$ cat src/rtl/dk3_input_pkg.sv
// dk3_input_pkg: scan codes, key/joystick bit indices and coin FSM states shared by the input stage
package dk3_input_pkg;
   typedef enum logic [1:0] {IDLE, PULSE, GAP} coin_state_e;
   localparam int J_R = 0, J_L = 1, J_D = 2, J_U = 3, J_JUMP = 4, J_START1 = 5, J_START2 = 6, J_COIN = 7;
   localparam int K_NUM = 14;
   localparam logic [3:0] K_R1 = 4'd0, K_L1 = 4'd1, K_D1 = 4'd2, K_U1 = 4'd3, K_F1 = 4'd4, K_S1 = 4'd5,
                          K_S2 = 4'd6, K_COIN = 4'd7, K_R2 = 4'd8, K_L2 = 4'd9, K_D2 = 4'd10, K_U2 = 4'd11,
                          K_F2 = 4'd12, K_TEST = 4'd13, K_NONE = 4'd15;
   localparam logic [7:0] SC_UP = 8'h75, SC_DOWN = 8'h72, SC_LEFT = 8'h6B, SC_RIGHT = 8'h74;
   localparam logic [8:0] SC_FIRE1_A = 9'h029, SC_FIRE1_B = 9'h014, SC_START1_A = 9'h005, SC_START1_B = 9'h016,
                          SC_START2_A = 9'h006, SC_START2_B = 9'h01E, SC_COIN_A = 9'h02E, SC_COIN_B = 9'h036,
                          SC_UP2 = 9'h02D, SC_DOWN2 = 9'h02B, SC_LEFT2 = 9'h023, SC_RIGHT2 = 9'h034,
                          SC_FIRE2 = 9'h01C, SC_TEST = 9'h02C;

   // Arrow keys ignore the extended bit; everything else matches all nine bits.
   function automatic logic [3:0] key_idx(input logic [8:0] code);
      logic [3:0] idx;
      case (code)
         SC_FIRE1_A, SC_FIRE1_B:   idx = K_F1;
         SC_START1_A, SC_START1_B: idx = K_S1;
         SC_START2_A, SC_START2_B: idx = K_S2;
         SC_COIN_A, SC_COIN_B:     idx = K_COIN;
         SC_UP2:                   idx = K_U2;
         SC_DOWN2:                 idx = K_D2;
         SC_LEFT2:                 idx = K_L2;
         SC_RIGHT2:                idx = K_R2;
         SC_FIRE2:                 idx = K_F2;
         SC_TEST:                  idx = K_TEST;
         default:                  idx = K_NONE;
      endcase
      case (code[7:0])
         SC_UP:    idx = K_U1;
         SC_DOWN:  idx = K_D1;
         SC_LEFT:  idx = K_L1;
         SC_RIGHT: idx = K_R1;
         default:  ;
      endcase
      return idx;
   endfunction
endpackage

$ cat src/rtl/dk3_joy_socd.sv
// dk3_joy_socd: per-player last-pressed-wins resolution of opposing directions
// clk, rst_n (async, active low); i_dir/o_dir [3:0] = {U, D, L, R}, o_dir valid off the in1 stage
module dk3_joy_socd
   import dk3_input_pkg::*;
(
   input  logic       clk,
   input  logic       rst_n,
   input  logic [3:0] i_dir,
   output logic [3:0] o_dir
);
   logic [3:0] in1_q, in1_d, in2_q, in2_d, nw;
   logic [1:0] last_h_q, last_h_d, last_v_q, last_v_d;

   always_comb begin
      in1_d = i_dir;
      in2_d = in1_q;
      nw = in1_q & ~in2_q;
      // L and U take the latch when both directions of an axis are new together
      last_h_d = nw[J_L] ? 2'b10 : nw[J_R] ? 2'b01 : last_h_q;
      last_v_d = nw[J_U] ? 2'b10 : nw[J_D] ? 2'b01 : last_v_q;
      o_dir = {&in1_q[3:2] ? last_v_q : in1_q[3:2], &in1_q[1:0] ? last_h_q : in1_q[1:0]};
   end

   always_ff @(posedge clk or negedge rst_n)
      if (!rst_n) begin
         in1_q <= '0;
         in2_q <= '0;
         last_h_q <= '0;
         last_v_q <= '0;
      end else begin
         in1_q <= in1_d;
         in2_q <= in2_d;
         last_h_q <= last_h_d;
         last_v_q <= last_v_d;
      end
endmodule

$ cat src/rtl/dk3_input_ctl.sv
// dk3_input_ctl: PS/2 + joystick conditioning into the active-low DK3 switch bytes
// I_CLK_24M, I_RESETn (async, active low); I_PS2_KEY {toggle, pressed, code[8:0]};
// I_JOY0/I_JOY1 [0]R [1]L [2]D [3]U [4]jump [5]start1 [6]start2 [7]coin; I_ROTATE remaps directions;
// O_SW1/O_SW2 registered active-low switch bytes; O_COIN_BUSY coin shaper active
module dk3_input_ctl
   import dk3_input_pkg::*;
#(
   parameter int COIN_PULSE_CYC = 2457600,
   parameter int COIN_GAP_CYC   = 2457600
) (
   input  logic        I_CLK_24M,
   input  logic        I_RESETn,
   input  logic [10:0] I_PS2_KEY,
   input  logic [15:0] I_JOY0,
   input  logic [15:0] I_JOY1,
   input  logic        I_ROTATE,
   output logic [7:0]  O_SW1,
   output logic [7:0]  O_SW2,
   output logic        O_COIN_BUSY
);
   localparam int CNT_MAX = (COIN_PULSE_CYC > COIN_GAP_CYC) ? COIN_PULSE_CYC : COIN_GAP_CYC;
   localparam int CW = $clog2(CNT_MAX + 1);
   localparam logic [CW-1:0] PULSE_END = CW'(COIN_PULSE_CYC - 1);
   localparam logic [CW-1:0] GAP_END = CW'(COIN_GAP_CYC - 1);

   logic tog_q, tog_d, raw1_q, raw1_d, raw2_q, raw2_d, pend_q, pend_d, busy_q, busy_d;
   logic rise, pulse_done, gap_done, unused;
   logic [K_NUM-1:0] keys_q, keys_d;
   logic [4:0] btn_q, btn_d;
   logic [3:0] idx, dir0_raw, dir1_raw, dir0, dir1;
   logic [CW-1:0] cnt_q, cnt_d;
   logic [7:0] sw1_q, sw1_d, sw2_q, sw2_d;
   coin_state_e state_q, state_d;

   assign unused = ^{I_JOY0[15:8], I_JOY1[15:8]};

   function automatic logic [3:0] rot(input logic [3:0] d, input logic r);
      return r ? {d[J_L], d[J_R], d[J_D], d[J_U]} : d;
   endfunction

   dk3_joy_socd u_socd0 (.clk(I_CLK_24M), .rst_n(I_RESETn), .i_dir(dir0_raw), .o_dir(dir0));
   dk3_joy_socd u_socd1 (.clk(I_CLK_24M), .rst_n(I_RESETn), .i_dir(dir1_raw), .o_dir(dir1));

   always_comb begin
      idx = key_idx(I_PS2_KEY[8:0]);
      tog_d = I_PS2_KEY[10];
      keys_d = keys_q;
      if (tog_d != tog_q && idx != K_NONE) keys_d[idx] = I_PS2_KEY[9];
      dir0_raw = rot(I_JOY0[3:0] | keys_q[K_U1:K_R1], I_ROTATE);
      dir1_raw = rot(I_JOY1[3:0] | keys_q[K_U2:K_R2], I_ROTATE);
      // buttons take one stage here to line up with the SOCD in1 stage
      btn_d = {keys_q[K_TEST],
               keys_q[K_S2] | I_JOY0[J_START2] | I_JOY1[J_START2],
               keys_q[K_S1] | I_JOY0[J_START1] | I_JOY1[J_START1],
               keys_q[K_F2] | I_JOY1[J_JUMP],
               keys_q[K_F1] | I_JOY0[J_JUMP]};
      raw1_d = I_JOY0[J_COIN] | I_JOY1[J_COIN] | keys_q[K_COIN];
      raw2_d = raw1_q;
      rise = raw1_q & ~raw2_q;
      pulse_done = cnt_q == PULSE_END;
      gap_done = cnt_q == GAP_END;
      state_d = state_q;
      cnt_d = '0;
      pend_d = pend_q;
      case (state_q)
         IDLE: state_d = rise ? PULSE : IDLE;
         PULSE: begin
            pend_d = pend_q | rise;
            state_d = pulse_done ? GAP : PULSE;
            cnt_d = pulse_done ? '0 : cnt_q + 1'b1;
         end
         GAP: begin
            pend_d = !gap_done & (pend_q | rise);
            state_d = !gap_done ? GAP : (pend_q | rise) ? PULSE : IDLE;
            cnt_d = gap_done ? '0 : cnt_q + 1'b1;
         end
         default: state_d = IDLE;
      endcase
      busy_d = state_d != IDLE;
      sw1_d = ~{btn_q[4], btn_q[3], btn_q[2], btn_q[0], dir0[J_D], dir0[J_U], dir0[J_L], dir0[J_R]};
      sw2_d = ~{2'b00, state_q == PULSE, btn_q[1], dir1[J_D], dir1[J_U], dir1[J_L], dir1[J_R]};
   end

   // The coin edge detector resets to "held" so a coin held through reset cannot re-trigger.
   always_ff @(posedge I_CLK_24M or negedge I_RESETn)
      if (!I_RESETn) begin
         tog_q <= 1'b0;
         keys_q <= '0;
         btn_q <= '0;
         raw1_q <= 1'b1;
         raw2_q <= 1'b1;
         state_q <= IDLE;
         cnt_q <= '0;
         pend_q <= 1'b0;
         busy_q <= 1'b0;
         sw1_q <= 8'hFF;
         sw2_q <= 8'hFF;
      end else begin
         tog_q <= tog_d;
         keys_q <= keys_d;
         btn_q <= btn_d;
         raw1_q <= raw1_d;
         raw2_q <= raw2_d;
         state_q <= state_d;
         cnt_q <= cnt_d;
         pend_q <= pend_d;
         busy_q <= busy_d;
         sw1_q <= sw1_d;
         sw2_q <= sw2_d;
      end

   assign O_SW1 = sw1_q;
   assign O_SW2 = sw2_q;
   assign O_COIN_BUSY = busy_q;
endmodule

$ cat config.mk
export PLATFORM = sky130hd
export DESIGN_NAME = dk3_input_ctl
export DESIGN_NICKNAME = d
export VERILOG_FILES = /design/src/rtl/dk3_input_pkg.sv /design/src/rtl/dk3_joy_socd.sv /design/src/rtl/dk3_input_ctl.sv
export SDC_FILE = /design/constraint.sdc
export NUM_CORES = 1
export LEC_CHECK = 0
export BUFFER_PORTS_ARGS = -buffer_cell sky130_fd_sc_hd__buf_2
export CORE_AREA = 3 3 123 78
export DETAILED_ROUTE_END_ITERATION = 7
export DIE_AREA = 0 0 126 81
export PLACE_DENSITY = 0.68
export SYNTH_ARGS = -nofsm -noshare
export SYNTH_HDL_FRONTEND = slang
export SYNTH_SLANG_ARGS = --single-unit
$ cat constraint.sdc
create_clock -name I_CLK_24M -period 4 [get_ports I_CLK_24M]
set_clock_uncertainty 0.05 [all_clocks]
set_input_delay 0 -clock I_CLK_24M [delete_from_list [all_inputs] [get_ports I_CLK_24M]]
set_output_delay 0 -clock I_CLK_24M [all_outputs]
set_load 0.005 [all_outputs]
# Yosys cells after proc, flatten, opt, wreduce, memory -nomap -nowiden
# Memories as Yosys holds them, arrays and structs flattened.
# Index checks and enable logic that the tools add are counted.
# W data, S select, Z words.
[totals]
out_inout_bits = 17
romBits = 256
regBits = 88
wordCells = 95
mem_count = 1
[mem_list]
columns = ["name", "depth", "width", "rd", "rd_clocked_by_memory_dff", "write_ports", "line_no", "rtl"]
rows = [
  ["(no name shown)", 64, 4, 1, 0, 0, "dk3_input_pkg.sv:18", "case (code)"],
]
[op_classes]
n_lt_le_gt_ge = 2
addsub = 1
reduce_logical = 16
eq_ne = 9
n_mux = 27
bitwise_logic = 20
[op_table]
columns = ["cell", "count"]
rows = [
  ["$mux W22", 2],
  ["$eq A8 B7 Y1 const B", 4],
  ["$mux W2", 14],
  ["$add A22 B1 Y22 const B", 1],
  ["$eq A22 B22 Y1 const B", 1],
  ["$pmux W4 S4", 1],
  ["$bwmux W14", 1],
  ["$mux W4", 3],
  ["$reduce_bool A2 Y1", 6],
  ["$or A1 B1 Y1", 9],
  ["$and A4 B4 Y4", 2],
  ["$not A4 Y4", 2],
  ["$not A6 Y8", 1],
  ["$not A8 Y8", 1],
  ["$or A4 B4 Y4", 2],
  ["$reduce_and A2 Y1", 4],
  ["$pmux W2 S3", 1],
  ["$lt A4 B5 Y1 const B", 1],
  ["$demux W1 S4", 1],
  ["$ge A4 B1 Y1 const B", 1],
  ["$ne A4 B4 Y1 const B", 1],
  ["$logic_not A3 Y1", 1],
  ["$mux W1", 3],
  ["$and A1 B1 Y1", 2],
  ["9 further kinds", 10],
]

# Logic depth before layout (Yosys ltp)
# Gate-level depths: netlist (run 1).
[depth]
ltp_word = 8
depth_mapped = 8

# Modules after synthesis
# Synthesis (run 1) repeated with hierarchy kept, for this count alone.
[unflattened]
hier_cells = 372
hier_area_um2 = 4211.5
[by_module_without_submodules]
columns = ["module", "instances", "area_each_um2", "cells_per_inst"]
rows = [
  ["dk3_input_ctl", 1, 3355.7, 316],
  ["dk3_joy_socd", 2, 427.9, 28],
]

# Worst setup path before layout (run 1)
# OpenSTA, ideal clock, no wires.
[synth_timing]
path_kind = "input port to flip-flop"
from = "input I_PS2_KEY[1]"
to = "register keys_q[12]"
slack_ns = 2.167
setup_ns = 0.128
path_buffers = 0
arrival_ns = 1.656
cell_stages = 8
t_required_ns = 3.822
cell_sequence = "inv_1 -> ha_1 -> and2_1 -> o311ai_1 -> a21oi_1 -> a211oi_2 -> nor4b_2 -> mux2_1"
[synth_via]
elab_chain_len = 8
elab_cells_between_ends = 15
classes_between = "2 x order compare; 5 x eq/ne; 5 x mux; 2 x reduce/logical; 1 x memory"
[synth_rtl]
columns = ["element", "line_no", "rtl"]
rows = [
  ["from (decl)", "dk3_input_ctl.sv:13", "input logic [10:0] I_PS2_KEY,"],
  ["$mem_v2 Z64 W4", "-", ""],
  ["$mux W4", "dk3_input_pkg.sv:18", ""],
  ["$pmux W4 S4 (*)", "dk3_input_pkg.sv:31", "case (code[7:0])"],
  ["$lt A4 B5 Y1 (implied by the code) or $ge A4 B1 Y1 (tied branches)", "dk3_input_ctl.sv:48", "if (tog_d != tog_q && idx != K_NONE) keys_d[idx] = I_PS2_KEY[9];"],
  ["$logic_and A1 B1 Y1 (implied by the code)", "dk3_input_ctl.sv:48", ""],
  ["$mux W1 (implied by the code)", "dk3_input_ctl.sv:48", ""],
  ["$demux W1 S4", "dk3_input_ctl.sv:48", ""],
  ["$bwmux W14", "dk3_input_ctl.sv:48", ""],
  ["to (signal assigned)", "dk3_input_ctl.sv:100", "keys_q <= keys_d;"],
  ["to (decl)", "dk3_input_ctl.sv:28", "logic [K_NUM-1:0] keys_q, keys_d;"],
]
# Mark *: on every way between the ends. The rest lies on a longest branch, timed or not.
# A chain may end at the register's enable or synchronous reset.

# Final worst setup path (run 1)
[layout_timing]
from = "register cnt_q[2]"
to = "register cnt_q[7]"
[layout_via]
elab_chain_len = 3
elab_cells_between_ends = 4
classes_between = "1 x add/sub; 1 x eq/ne; 2 x mux"
[layout_rtl]
columns = ["element", "line_no", "rtl"]
rows = [
  ["from (decl)", "dk3_input_ctl.sv:31", "logic [CW-1:0] cnt_q, cnt_d;"],
  ["from (signal assigned)", "dk3_input_ctl.sv:105", "cnt_q <= cnt_d;"],
  ["$add A22 B1 Y22 or $eq A22 B22 Y1 (tied branches)", "-", ""],
  ["$mux W22 (*)", "dk3_input_ctl.sv:70, dk3_input_ctl.sv:75", ""],
  ["$mux W22 (*)", "-", ""],
  ["net cnt_d[7]", "dk3_input_ctl.sv:31", ""],
]
# The timed path passes the listed nets; every way through them passes the cells marked *.

==> reports/metrics.sh, run 1 <==
DETAIL_ROUTE.VIAS_PER_CELL=5.15
PIN_COUNT_OF_THE_BIGGEST_NET_ENTERING_GLOBAL_ROUTING=87
DESIGN.CORE.AREA_MM2=0.00846
WIRE_LENGTH_PER_CELL_UM=13.9
CELL_VARIETY_AFTER_SYNTH=61
YOSYS.AREA.TOP_TYPE='dfrtp_1'
GR-MAX-USAGE-LAYER='met2'
SYNTH-SIMPLE-AREA-SHARE_PCT=18.1
FINAL_HOLD_VIOL_COUNT=0
GRT_PASS1_WL_UM=12900
ROUTABILITYCONGESTION=0.806
RR_STARTPOINT='cnt_q[2]'
DIE_AREA_MM2=0.0102
DR_TOTAL_VIAS=2820
YS.FLOP_TYPE='dfrtp_1'
GRT.OVERFLOW.TOTAL=0
SYNTHESIZED_NETLIST_CELL_COUNT=362
NUMBER_OF_SYNTHESIZED_REGISTER_BITS=86
MET2_USAGE_PCT=23.8
WORSTSETUPSTARTPOINT='cnt_q[2]'
WORST_SLEW_MARGIN_REL_PCT=30.2
CRITICAL_PATH_ARRIVAL_PS=2510
CLK_LATENCY_PS=330
ANTENNA_FOUND_INITIAL=0
DPL.HPWL_UM=5270
CLK_TRANSITION_REPORTED_PATHS_PS=60
TRITONCTS_NUM_SINKS=86
GLOBAL_ROUTE.USAGE.TOTAL_PCT=15.8
FLOORPLAN.INITIALDENSITY_PCT=46.9
IO-PIN-COUNT=63
ANTENNA-DIODE-COUNT=0
CTS_BUFFERS=9
GRT_PASS1_VIAS=2737
CRITICAL_PATH_PEAK_FANOUT=20
LEAKAGE_POWER_nW=2.21
NETLIST.AREA_LEADER.SHARE_PCT=44.2
MAX_FREQ_MHz=420
WORSTSETUPSTARTPOINTTYPE='flop'
FINAL_NET_COUNT=487
MAPPED_AREA_MM2=0.00396
ASYNC_FLOP_SHARE_PCT=100
SYNTH_AREA_LEADERS='dfrtp_1, dfstp_2, nor2_1'
DIE-HEIGHT_UM=81
FINALCRITPERIODSHARE_PCT=59.6
MUXSHAREOFSYNTHAREA_PCT=4.89
PERIOD_MINUS_SLACK_PS=2380
R2R_CELLS=5
SYNTHADDERAREAFRAC_PCT=3.16
SYNTH-XOR-AREA-SHARE_PCT=4.86
STATUS='completed'
H-TREE-DEPTH=3
TIMING.RR.END='cnt_q[7]'
FINAL_LAYOUT_SIZE_SUFFIX_GT1_SHARE_PCT=22.9
GR-USAGE-MET1_PCT=22.7
DRTITER0DRC=208
FF2FF_SETUP_SLACK_PS=1620
FINAL_CORE_UTILIZATION_PCT=57.0
SYNTH_EDF_COUNT=0
CLK_PATH_BUF_DEPTH=2
HOLD_PATH.CLASS='in2reg'
TIMING_WORST_SLEW_PIN_VALUE_PS=1050
SYNTH_AREA_IN_COMPOUND_GATES_PCT=10.3
WORST_EP_REQUIRED_TIME_PS=4130
SETUP.WORST_PATH.END_CLASS='flop'
MAX_CAP_VIOLATIONS=0
YS.WARNINGS.COUNT=0
SYNTH_TOP_FAMILY_BY_AREA='simple AND/OR/NAND/NOR gates'
IR_WORST_VDD_uV=214
ROUTE.DETAILED.DRC=0
SEQUENTIAL_AREA_SHARE_AFTER_SYNTHESIS_PCT=54.8
PLACEMENT_ROWS=26
GR-USAGE-MET3_PCT=4.14
TIMING.CRITICAL_PATH.TO='cnt_q[7]'
SETUP.WORST_PATH.CLASS='reg2reg'
GRT_SETUP_UNREPAIRED='false'
NUMPORTBUFFERS=44
SETUP-VIOLATIONS-FINAL=0
DRT_FIRST_PASS_ITERS=6
SETUP_TNS_PS=0
CTS_TREE='yes'
SLEW_VIOL_FINAL=0
ANTENNA_LEFT=0
CTS.ROOT.BUFFER_CELL='clkbuf_16'
DIEWIDTH_UM=126
DETAILED_ROUTE_WL_UM=7600
PWR_DENSITY_CELL_mW_PER_MM2=439
AREA_GROWTH_SYN_TO_LAYOUT_PCT=21.5
SYNTHESIZED_AREA_DIVIDED_BY_SYNTHESIZED_CELL_COUNT_UM2=10.9
## state kept, by name (all words and copies together), names as in the netlist
register          flops
O_COIN_BUSY           1
O_SW1                 8
O_SW2                 6
btn_q                 5
cnt_q                22
keys_q               14
pend_q                1
raw1_q                1
raw2_q                1
state_q               2
tog_q                 1
u_socd0.in1_q         4
u_socd0.in2_q         4
u_socd0.last_h_q      2
u_socd0.last_v_q      2
u_socd1.in1_q         4
u_socd1.in2_q         4
u_socd1.last_h_q      2
u_socd1.last_v_q      2
## worst min-delay path by stage
stage,start,end,slack (ps),cells past startpoint
after floorplan,I_RESETn,O_COIN_BUSY,-350,0
after global placement,I_PS2_KEY[10],tog_q,110,1
after detailed placement,I_PS2_KEY[10],tog_q,110,1
after CTS,I_PS2_KEY[9],keys_q[5],10,2
after global routing,I_ROTATE,u_socd1.in1_q[3],40,2
final,I_PS2_KEY[9],keys_q[5],20,2
## power breakdown
part / internal [W] / leakage, nW / switching (W) / total (W)
Clock: 0.000524 / 0.154 / 0.000335 / 0.000858
Combinational: 0.000110 / 1.01 / 0.000129 / 0.000239
Sequential: 0.000968 / 1.04 / 0.0000488 / 0.00102
## layout make-up
| type | count | area [µm²] |
|---|---|---|
| Inverter | 23 | 86.3 |
| Tap cell | 112 | 140 |
| Fill cell | 723 | 3640 |
| Timing Repair Buffer | 67 | 453 |
| Sequential cell | 86 | 2170 |
| Clock buffer | 11 | 253 |
| Clock inverter | 5 | 66.3 |
| Multi-Input combinational cell | 244 | 1650 |
## cell usage after synthesis, drive strengths merged (4+ instances only)
master   n
dfrtp   70
nor2    45
inv     23
o21ai   23
dfstp   16
mux2    16
nor3    16
xor2    15
a21oi   14
nand2   14
nand4   11
ha      10
nand3    8
buf      7
xnor2    7
and3     5
nand2b   5
or3      5
and2     4
o22a     4
## critical path, stage by stage (launching register included)
cell and delay [ps]:
dfrtp_1 420, and4_1 300, nand4_1 210, nor3_2 460, nand2b_1 660, nor2_1 130
## stage by stage
stage	hold slack [ps]	instances	cell area, µm²	power, W	setup slack, ps
floorplan	-346	363	3970	0.00116	2170
CTS	14.0	548	4820	0.00214	1620
detailed placement	113	509	4270	0.00125	1640
finish	21.0	548	4820	0.00211	1620
global route	39.2	548	4820	0.00222	1490
global placement	108	509	4270	0.00124	1670
## placed cells by master, fill, tap and decap left out, types with 14 or more instances in the layout
| master | Yosys | routed |
|---|---|---|
| inv_1 | 22 | 22 |
| nand2_1 | 14 | 14 |
| dlygate4sd3_1 | 0 | 23 |
| dfstp_2 | 16 | 16 |
| buf_2 | 2 | 43 |
| o21ai_0 | 21 | 21 |
| a21oi_1 | 14 | 14 |
| nor3_1 | 14 | 14 |
| nor2_1 | 45 | 45 |
| xor2_1 | 15 | 15 |
| dfrtp_1 | 70 | 70 |
## repair_timing
item	in CTS	in global routing
resized for setup	0	0
endpoints found under the hold margin	84	0
setup buffers	0	0
hold buffers	23	0
## per-layer routing
| metal | wire length (µm) | vias to the layer above |
|---|---|---|
| met4 | 62 | 0 |
| met1 | 3900 | 1351 |
| met3 | 391 | 4 |
| met5 | 0 | - |
| met2 | 3250 | 68 |
| li1 | - | 1397 |
## cell families (layout without fill, tap and decap cells)
kind of cell / count (synthesis) / in the layout
xor gates and xnor gates: 22 / 22
adders and majority gates: 10 / 10
muxes: 17 / 17
other: 1 / 2
AOI/OAI and AO/OA: 60 / 60
buffers and inverters: 33 / 106
DFF: 86 / 86
and+or+nand+nor: 133 / 133
No activity file was read; power rests on OpenSTA's default activity.
==> inputs of run 2 (changes only) <==
- ABC_AREA: default -> 1
- CORE_AREA: 3 3 123 78 -> 3 3 127 80
- DIE_AREA: 0 0 126 81 -> 0 0 130 83
- clock period: 4 -> 2.2 ns (I/O delays scaled with it)
==> reports/metrics.sh, run 2 <==
CLK_TRANSITION_REPORTED_PATHS_PS=60  # about the same
TRITONCTS_NUM_SINKS=86  # unchanged
SEQ_POWER_SHARE_PCT=47.4  # -0.7 points
CTSRESIZECOUNT=0  # unchanged
CTS.REPAIR_TIMING.SETUP_BUFFER_COUNT=0  # unchanged
SYNTH_MOST_COMMON_CELL='nand2_1'
FLOORPLAN.INITIALDENSITY_PCT=46.9  # about the same
SYNTHESIZED_AREA_DIVIDED_BY_SYNTHESIZED_CELL_COUNT_UM2=8.71  # -20%
SETUP-VIOLATIONS-FINAL=0  # unchanged
SYNTH_EDF_COUNT=0  # unchanged
MAPPED_AREA_MM2=0.00426  # +7.4%
SYNTH_TOP_FAMILY_BY_AREA='simple AND/OR/NAND/NOR gates'
SETUP.WORST_PATH.END_CLASS='flop'
SYNTHADDERAREAFRAC_PCT=2.94  # -0.22 points
CTS_TREE='yes'
PERIOD_MINUS_SLACK_PS=2070  # -312 ps
PLACEMENT_ROWS=27  # +3.8%
CRITICAL_PATH_PEAK_FANOUT=3  # -85%
CELL_VARIETY_AFTER_SYNTH=39  # -36%
HOLD_PATH.CLASS='in2async'
STATUS='completed'
ANTENNA-DIODE-COUNT=0  # unchanged
FINAL_NET_COUNT=622  # +28%
IO-PIN-COUNT=63  # unchanged
SEQ_AREA_MM2=0.00217  # unchanged
POWER.INTERNAL_W=0.00287  # +79%
DETAILED_ROUTE_WL_UM=8830  # +16%
WORST_EP_REQUIRED_TIME_PS=2360  # -1770 ps
FINALCRITPERIODSHARE_PCT=94.1  # +35 points
CTS_BUFFERS=9  # unchanged
GRT_PASS1_WL_UM=14900  # +16%
P_SW_SHARE_PCT=25.8  # +1.6 points
SETUP_TNS_PS=0  # unchanged
IR_WORST_VDD_uV=456  # +110%
DRT_FIRST_PASS_ITERS=4  # -2
LARGEST_REGISTER='cnt_q'
DPL.HPWL_UM=6280  # +19%
DIE-HEIGHT_UM=83  # +2.5%
YOSYS.AREA.TOP_TYPE='dfrtp_1'
DETAILED_PLACE.AREA_MM2=0.00458  # +7.4%
LARGEST_REGISTER_FFS=22  # unchanged
SEQUENTIAL_AREA_SHARE_AFTER_SYNTHESIS_PCT=51.0  # -3.8 points
DETAIL_ROUTE.VIAS_PER_CELL=4.97  # -3.5%
ANTENNA_FOUND_INITIAL=0  # unchanged
FILLERINSTANCES=774  # +7.1%
GRT.OVERFLOW.TOTAL=0  # unchanged
POST-ROUTE-CELL-AREA_MM2=0.00519  # +7.7%
PIN_COUNT_OF_THE_BIGGEST_NET_ENTERING_GLOBAL_ROUTING=59  # -32%
SHARE_CLK_OF_TOTAL_POWER_PCT=39.7  # -0.9 points
SYNTH-XOR-AREA-SHARE_PCT=3.09  # -1.8 points
FIN_TOTAL_PWR_W=0.00387  # +83%
MAX_CAP_VIOLATIONS=0  # unchanged
DIE_AREA_MM2=0.0108  # +5.7%
SYNTH_AREA_IN_COMPOUND_GATES_PCT=7.05  # -3.3 points
MAX_FREQ_MHz=483  # +15%
PWR_DENSITY_CELL_mW_PER_MM2=746  # +70%
SETUP.WORST_PATH.CLASS='reg2reg'
CLK_PATH_BUF_DEPTH=2  # unchanged
YS.WARNINGS.COUNT=0  # unchanged
FINAL_COMMON_CELL='nand2_1'
ROUTE.DETAILED.DRC=0  # unchanged
WORSTSETUPSTARTPOINT='keys_q[10]'
NUMBER_OF_SYNTHESIZED_REGISTER_BITS=86  # unchanged
NETLIST.AREA_LEADER.SHARE_PCT=41.1  # -3.1 points
ANTENNA_LEFT=0  # unchanged
DESIGN.CORE.AREA_MM2=0.00909  # +7.4%
ROUTABILITYCONGESTION=0.881  # +9.3%
SYNTH-SIMPLE-AREA-SHARE_PCT=27.3  # +9.2 points
DR_TOTAL_VIAS=3412  # +21%
DRTITER0DRC=267  # +28%
GLOBAL_ROUTE.USAGE.TOTAL_PCT=17.3  # +1.5 points
ASYNC_FLOP_SHARE_PCT=100  # unchanged
CLK_LATENCY_PS=330  # about the same
MULTI_INPUT_COMB_AREA_MM2=0.00173  # +4.9%
H-TREE-DEPTH=3  # unchanged
CTS.ROOT.BUFFER_CELL='clkbuf_16'
NETLIST_TOP_CELLS_COUNT='nand2_1, dfrtp_1, inv_1, nor2_1, nand3_1'
COMBINATIONAL_CELL_FRACTION_OF_TOTAL_POWER_PCT=12.9  # +1.6 points
GRT_SETUP_UNREPAIRED='false'
MUXSHAREOFSYNTHAREA_PCT=0  # -4.9 points
YS.FLOP_TYPE='dfrtp_1'
SYNTHESIZED_NETLIST_CELL_COUNT=489  # +35%
FINAL_HOLD_VIOL_COUNT=0  # unchanged
AREA_GROWTH_SYN_TO_LAYOUT_PCT=21.8
WORSTSETUPSTARTPOINTTYPE='flop'
SYNTH_AREA_LEADERS='dfrtp_1, dfstp_2, nand2_1'
NUMPORTBUFFERS=44  # unchanged
CRITICAL_PATH_ARRIVAL_PS=2230  # -280 ps
RR_STARTPOINT='keys_q[10]'
TOTAL_SWITCHING_POWER_W=0.00100  # +95%
SLEW_VIOL_FINAL=0  # unchanged
LAYOUT.CELLS.MOST_COMMON_LIST='nand2_1, dfrtp_1, inv_1, nor2_1, buf_2'
DIEWIDTH_UM=130  # +3.2%
GRT_PASS1_VIAS=3141  # +15%
WIRE_LENGTH_PER_CELL_UM=12.8  # -7.3%
LEAKAGE_POWER_nW=2.48  # +12%
FINAL_LAYOUT_SIZE_SUFFIX_GT1_SHARE_PCT=21.0  # -1.9 points
run 2: cell types whose count changed after synthesis, moves of 7 or more:
cell | previous run | this run
nand3_1 | 8 | 29
nand2_1 | 14 | 90
nand2_2 | 0 | 8
nor2_1 | 45 | 52
mux2_2 | 8 | 0
inv_1 | 22 | 65
mux2_1 | 7 | 0
o21ai_0 | 21 | 28
run 2: power by group through the flow:
stage,sequential [W],combinational [W],clock (W)
after floorplan,0.00185,0.000305,0
after CTS,0.00184,0.000500,0.00157
after global placement,0.00186,0.000441,0
after global routing,0.00186,0.000581,0.00164
after detailed placement,0.00186,0.000455,0
final,0.00184,0.000498,0.00154
run 2: worst paths after layout:
check / to / slack (ps) / depth (start not counted)
worst max register to register: u_socd1.in1_q[1] / 130 / 4
min in group I_CLK_24M: keys_q[7] / 220 / 5
worst max-delay path: u_socd1.in1_q[1] / 130 / 4
max in group asynchronous: O_SW1[4] / 1350 / 3
worst min-delay path: u_socd0.in2_q[0] / 80 / 2
worst min register to register: O_SW2[4] / 310 / 1
run 2: worst max-delay path: stages (launching register included):
cell and delay, ps:
dfrtp_1 430, o21ai_0 190, dlygate4sd3_1 580, o21ai_0 110
dlygate4sd3_1 590
run 2: kinds of logic (layout without fill, tap and decap cells):
kind of cell	after synthesis	after routing
AOI/OAI and AO/OA	53	53
xor gates and xnor gates	15	15
adders and majority gates	10	10
buffers and inverters	86	167
DFF	86	86
other	1	2
and+or+nand+nor	238	238
run 2: timing repair:
action	in CTS	in global routing
hold buffers	30	0
setup endpoints to repair	0	0
endpoints found under the hold margin	97	0
run 2: through the flow:
stage | utilization, % | hold WS, ps | worst slack, ps | std cells
2_1_floorplan | - | -346 | 529 | 490
3_3_place_gp | 50.4 | -115 | 343 | 641
3_5_place_dp | 50.4 | -105 | 310 | 641
4_1_cts | 57.1 | 87.7 | 284 | 687
5_1_grt | 57.1 | 113 | 76.4 | 687
6_report | 57.1 | 81.5 | 129 | 687
run 2: metal layers:
layer	share of wire (%)	global-route usage [%]	up-vias
li1	-	-	1710
met1	53	27.0	1584
met2	41	24.1	109
met3	5.0	4.31	9
met4	1.1	4.25	0
met5	0	0	-
run 2: cell type report:
| type | instances | area share, % |
|---|---|---|
| clock buffer | 10 | 4.61 |
| clock inverter | 6 | 1.28 |
| inverter | 75 | 5.52 |
| multi-input combinational | 318 | 33.3 |
| sequential | 86 | 41.9 |
| tap | 116 | 2.80 |
| timing repair buffer | 76 | 10.6 |
==> inputs of run 3 (changes only) <==
- PLACE_DENSITY: 0.68 -> 0.71
- clock period: 2.2 -> 1.9 ns (I/O delays scaled with it)
==> reports/metrics.sh, run 3 (synthesis results as in run 2) <==
MULTI_INPUT_COMB_AREA_MM2=0.00175  # +1.2%
P_SW_SHARE_PCT=25.4  # -0.45 points
NUMPLACEDINSTANCES=648  # +1.1%
H-TREE-DEPTH=3  # unchanged
FINAL_HOLD_VIOL_COUNT=0  # unchanged
IO-PIN-COUNT=63  # unchanged
PLACEMENT_ROWS=27  # unchanged
IR_WORST_VDD_uV=549  # +20%
LAYOUT.CELLS.MOST_COMMON_LIST='nand2_1, dfrtp_1, inv_1, nor2_1, buf_2'
CLK_LATENCY_PS=330  # about the same
FINAL_LAYOUT_SIZE_SUFFIX_GT1_SHARE_PCT=23.4  # +2.4 points
FINAL_COMMON_CELL='nand2_1'
FIN_TOTAL_PWR_W=0.00465  # +20%
WORST_EP_REQUIRED_TIME_PS=2060  # -300 ps
SETUP_WS_FINAL_PS=77.0  # -52.4 ps
PIN_COUNT_OF_THE_BIGGEST_NET_ENTERING_GLOBAL_ROUTING=50  # -15%
SLEW_VIOL_FINAL=0  # unchanged
FINAL_NET_COUNT=632  # +1.6%
WORST_SLEW_MARGIN_REL_PCT=58.7
DR_TOTAL_VIAS=3500  # +2.6%
CTS_BUFFERS=9  # unchanged
CLK_TRANSITION_REPORTED_PATHS_PS=60  # about the same
STATUS='completed'
HOLD_SLACK_PS=16.4  # -65.2 ps
LARGEST_REGISTER_FFS=22  # unchanged
HOLD_PATH.CLASS='in2reg'
GLOBAL_ROUTE.USAGE.TOTAL_PCT=17.5  # +0.14 points
DETAILED_ROUTE_WL_UM=9000  # +1.9%
GRT.OVERFLOW.TOTAL=0  # unchanged
TOTAL_SWITCHING_POWER_W=0.00118  # +18%
ANTENNA_LEFT=0  # unchanged
NUMPORTBUFFERS=44  # unchanged
WORSTPATHCELLLIST='ha_2 -> inv_1 -> nor3_4 -> nand2_2 -> nor2_4 -> nand2_2 -> inv_2 -> nand3_1 -> nand2_4 -> buf_4 -> nor2_1'
SETUP.WORST_PATH.END_CLASS='flop'
FINAL_CORE_UTILIZATION_PCT=58.2  # +1.1 points
PERIOD_MINUS_SLACK_PS=1820  # -248 ps
GRT_PASS1_WL_UM=15100  # +1.1%
FINALCRITPERIODSHARE_PCT=95.9  # +1.8 points
LEAKAGE_POWER_nW=2.53  # +2.1%
ROUTE.DETAILED.DRC=0  # unchanged
PLACE_WS_PS=60.9  # -249 ps
SETUP.WORST_PATH.CLASS='reg2reg'
WORSTHOLDPATHCELLS=2
FILLERINSTANCES=744  # -3.9%
CRIT_PATH_MAX_INCR_DELAY_PS=390  # -200 ps
CRIT_TOP_CELL='nand2_2'
TRITONCTS_NUM_SINKS=86  # unchanged
SHARE_CLK_OF_TOTAL_POWER_PCT=40.0  # +0.3 points
CTS_TREE='yes'
ANTENNA_FOUND_INITIAL=0  # unchanged
ANTENNA-DIODE-COUNT=0  # unchanged
SEQ_POWER_SHARE_PCT=45.9  # -1.5 points
COMBINATIONAL_CELL_FRACTION_OF_TOTAL_POWER_PCT=14.2  # +1.3 points
PWR_DENSITY_CELL_mW_PER_MM2=879  # +18%
ROUTABILITYCONGESTION=0.901  # +2.4%
DRTITER0DRC=247  # -7.5%
MAX_CAP_VIOLATIONS=0  # unchanged
WIRE_LENGTH_PER_CELL_UM=12.9  # +0.61%
LARGEST_REGISTER='cnt_q'
DRT_FIRST_PASS_ITERS=5  # +1
WORSTSETUPSTARTPOINTTYPE='flop'
DESIGN.CORE.AREA_MM2=0.00909  # unchanged
DPL.HPWL_UM=6510  # +3.7%
POWER.INTERNAL_W=0.00347  # +21%
CRITICAL_PATH_PEAK_FANOUT=8  # +5
DIE_AREA_MM2=0.0108  # unchanged
GRT_PASS1_VIAS=3306  # +5.3%
R2R_CELLS=11  # +7
FLOORPLAN.INITIALDENSITY_PCT=46.9  # unchanged
DIEWIDTH_UM=130  # unchanged
MAX_FREQ_MHz=549  # +14%
TIMING_WORST_SLEW_PIN_VALUE_PS=619
LAYOUT.CELLS.NON_FILLER=696  # +1.3%
DIE-HEIGHT_UM=83  # unchanged
SEQ_AREA_MM2=0.00217  # unchanged
CRITICAL_PATH_ARRIVAL_PS=1990  # -240 ps
CPMAXSTAGEDELAYCELL='dfrtp_1'
DETAIL_ROUTE.VIAS_PER_CELL=5.03  # +1.3%
AREA_GROWTH_SYN_TO_LAYOUT_PCT=24.2
SETUP-VIOLATIONS-FINAL=0  # unchanged
CTS.ROOT.BUFFER_CELL='clkbuf_16'
CLK_PATH_BUF_DEPTH=2  # unchanged
==> run 3: changes by cell type in the layout (fill, tap and decap cells not counted), moves of 2 or more <==
cell | before | now
clkinv_2 | 2 | 0
buf_4 | 2 | 16
inv_6 | 3 | 0
dlygate4sd3_1 | 30 | 26
clkinvlp_4 | 0 | 2
==> run 3: power groups by stage <==
stage	Sequential, W	Clock (W)	Combinational [W]
final	0.00213	0.00186	0.000659
after CTS	0.00213	0.00190	0.000602
after global placement	0.00215	0	0.000530
after detailed placement	0.00216	0	0.000549
after global routing	0.00215	0.00200	0.000749
after floorplan	0.00214	0	0.000353
==> run 3: cell type report <==
cell class	instances	area share, %
Sequential cell	86	41.1
Inverter	75	5.42
Clock inverter	6	1.80
Multi-Input combinational cell	318	33.1
Tap cell	116	2.74
Timing Repair Buffer	86	11.6
Clock buffer	9	4.26
==> run 3: through the flow <==
stage	instance area, µm²	setup TNS, ps
after floorplan	4260	0
after global placement	4630	0
after global routing	5290	-108
after CTS	5230	0
after detailed placement	4630	0
final	5290	0
==> run 3: worst paths after layout <==
kind / to / slack (ps) / from
hold / removal: u_socd0.in1_q[3] / 20 / I_ROTATE
max in group asynchronous: O_SW1[4] / 970 / I_RESETn
setup reg to reg: cnt_q[11] / 80 / cnt_q[1]
min in group asynchronous: u_socd0.last_h_q[1] / 180 / I_RESETn
hold reg to reg: O_SW1[4] / 290 / btn_q[0]
setup / recovery: cnt_q[11] / 80 / cnt_q[1]
==> run 3: repair_timing <==
action,in CTS,in global routing
hold buffers,27,0
hold endpoints to repair,57,0
gates resized for setup,0,6
buffers inserted,0,7
setup endpoints to repair,0,14
==> run 3: metal layers <==
layer	GRT usage, %	share of wire, %	up-vias	wire length (µm)
met5	0	0	-	0
met4	4.81	1.5	0	134
met3	4.50	4.4	11	399
met2	25.3	44	91	3920
met1	26.0	50	1652	4540
li1	-	-	1746	-
==> run 3: worst max-delay path: cells and delay by family, from the launching register on <==
kind | cells | cell delay (ps)
AND/OR/NAND/NOR | 7 | 780
buffers and inverters | 3 | 300
adder cells (fa/ha/maj) | 1 | 200
flip-flops | 1 | 390
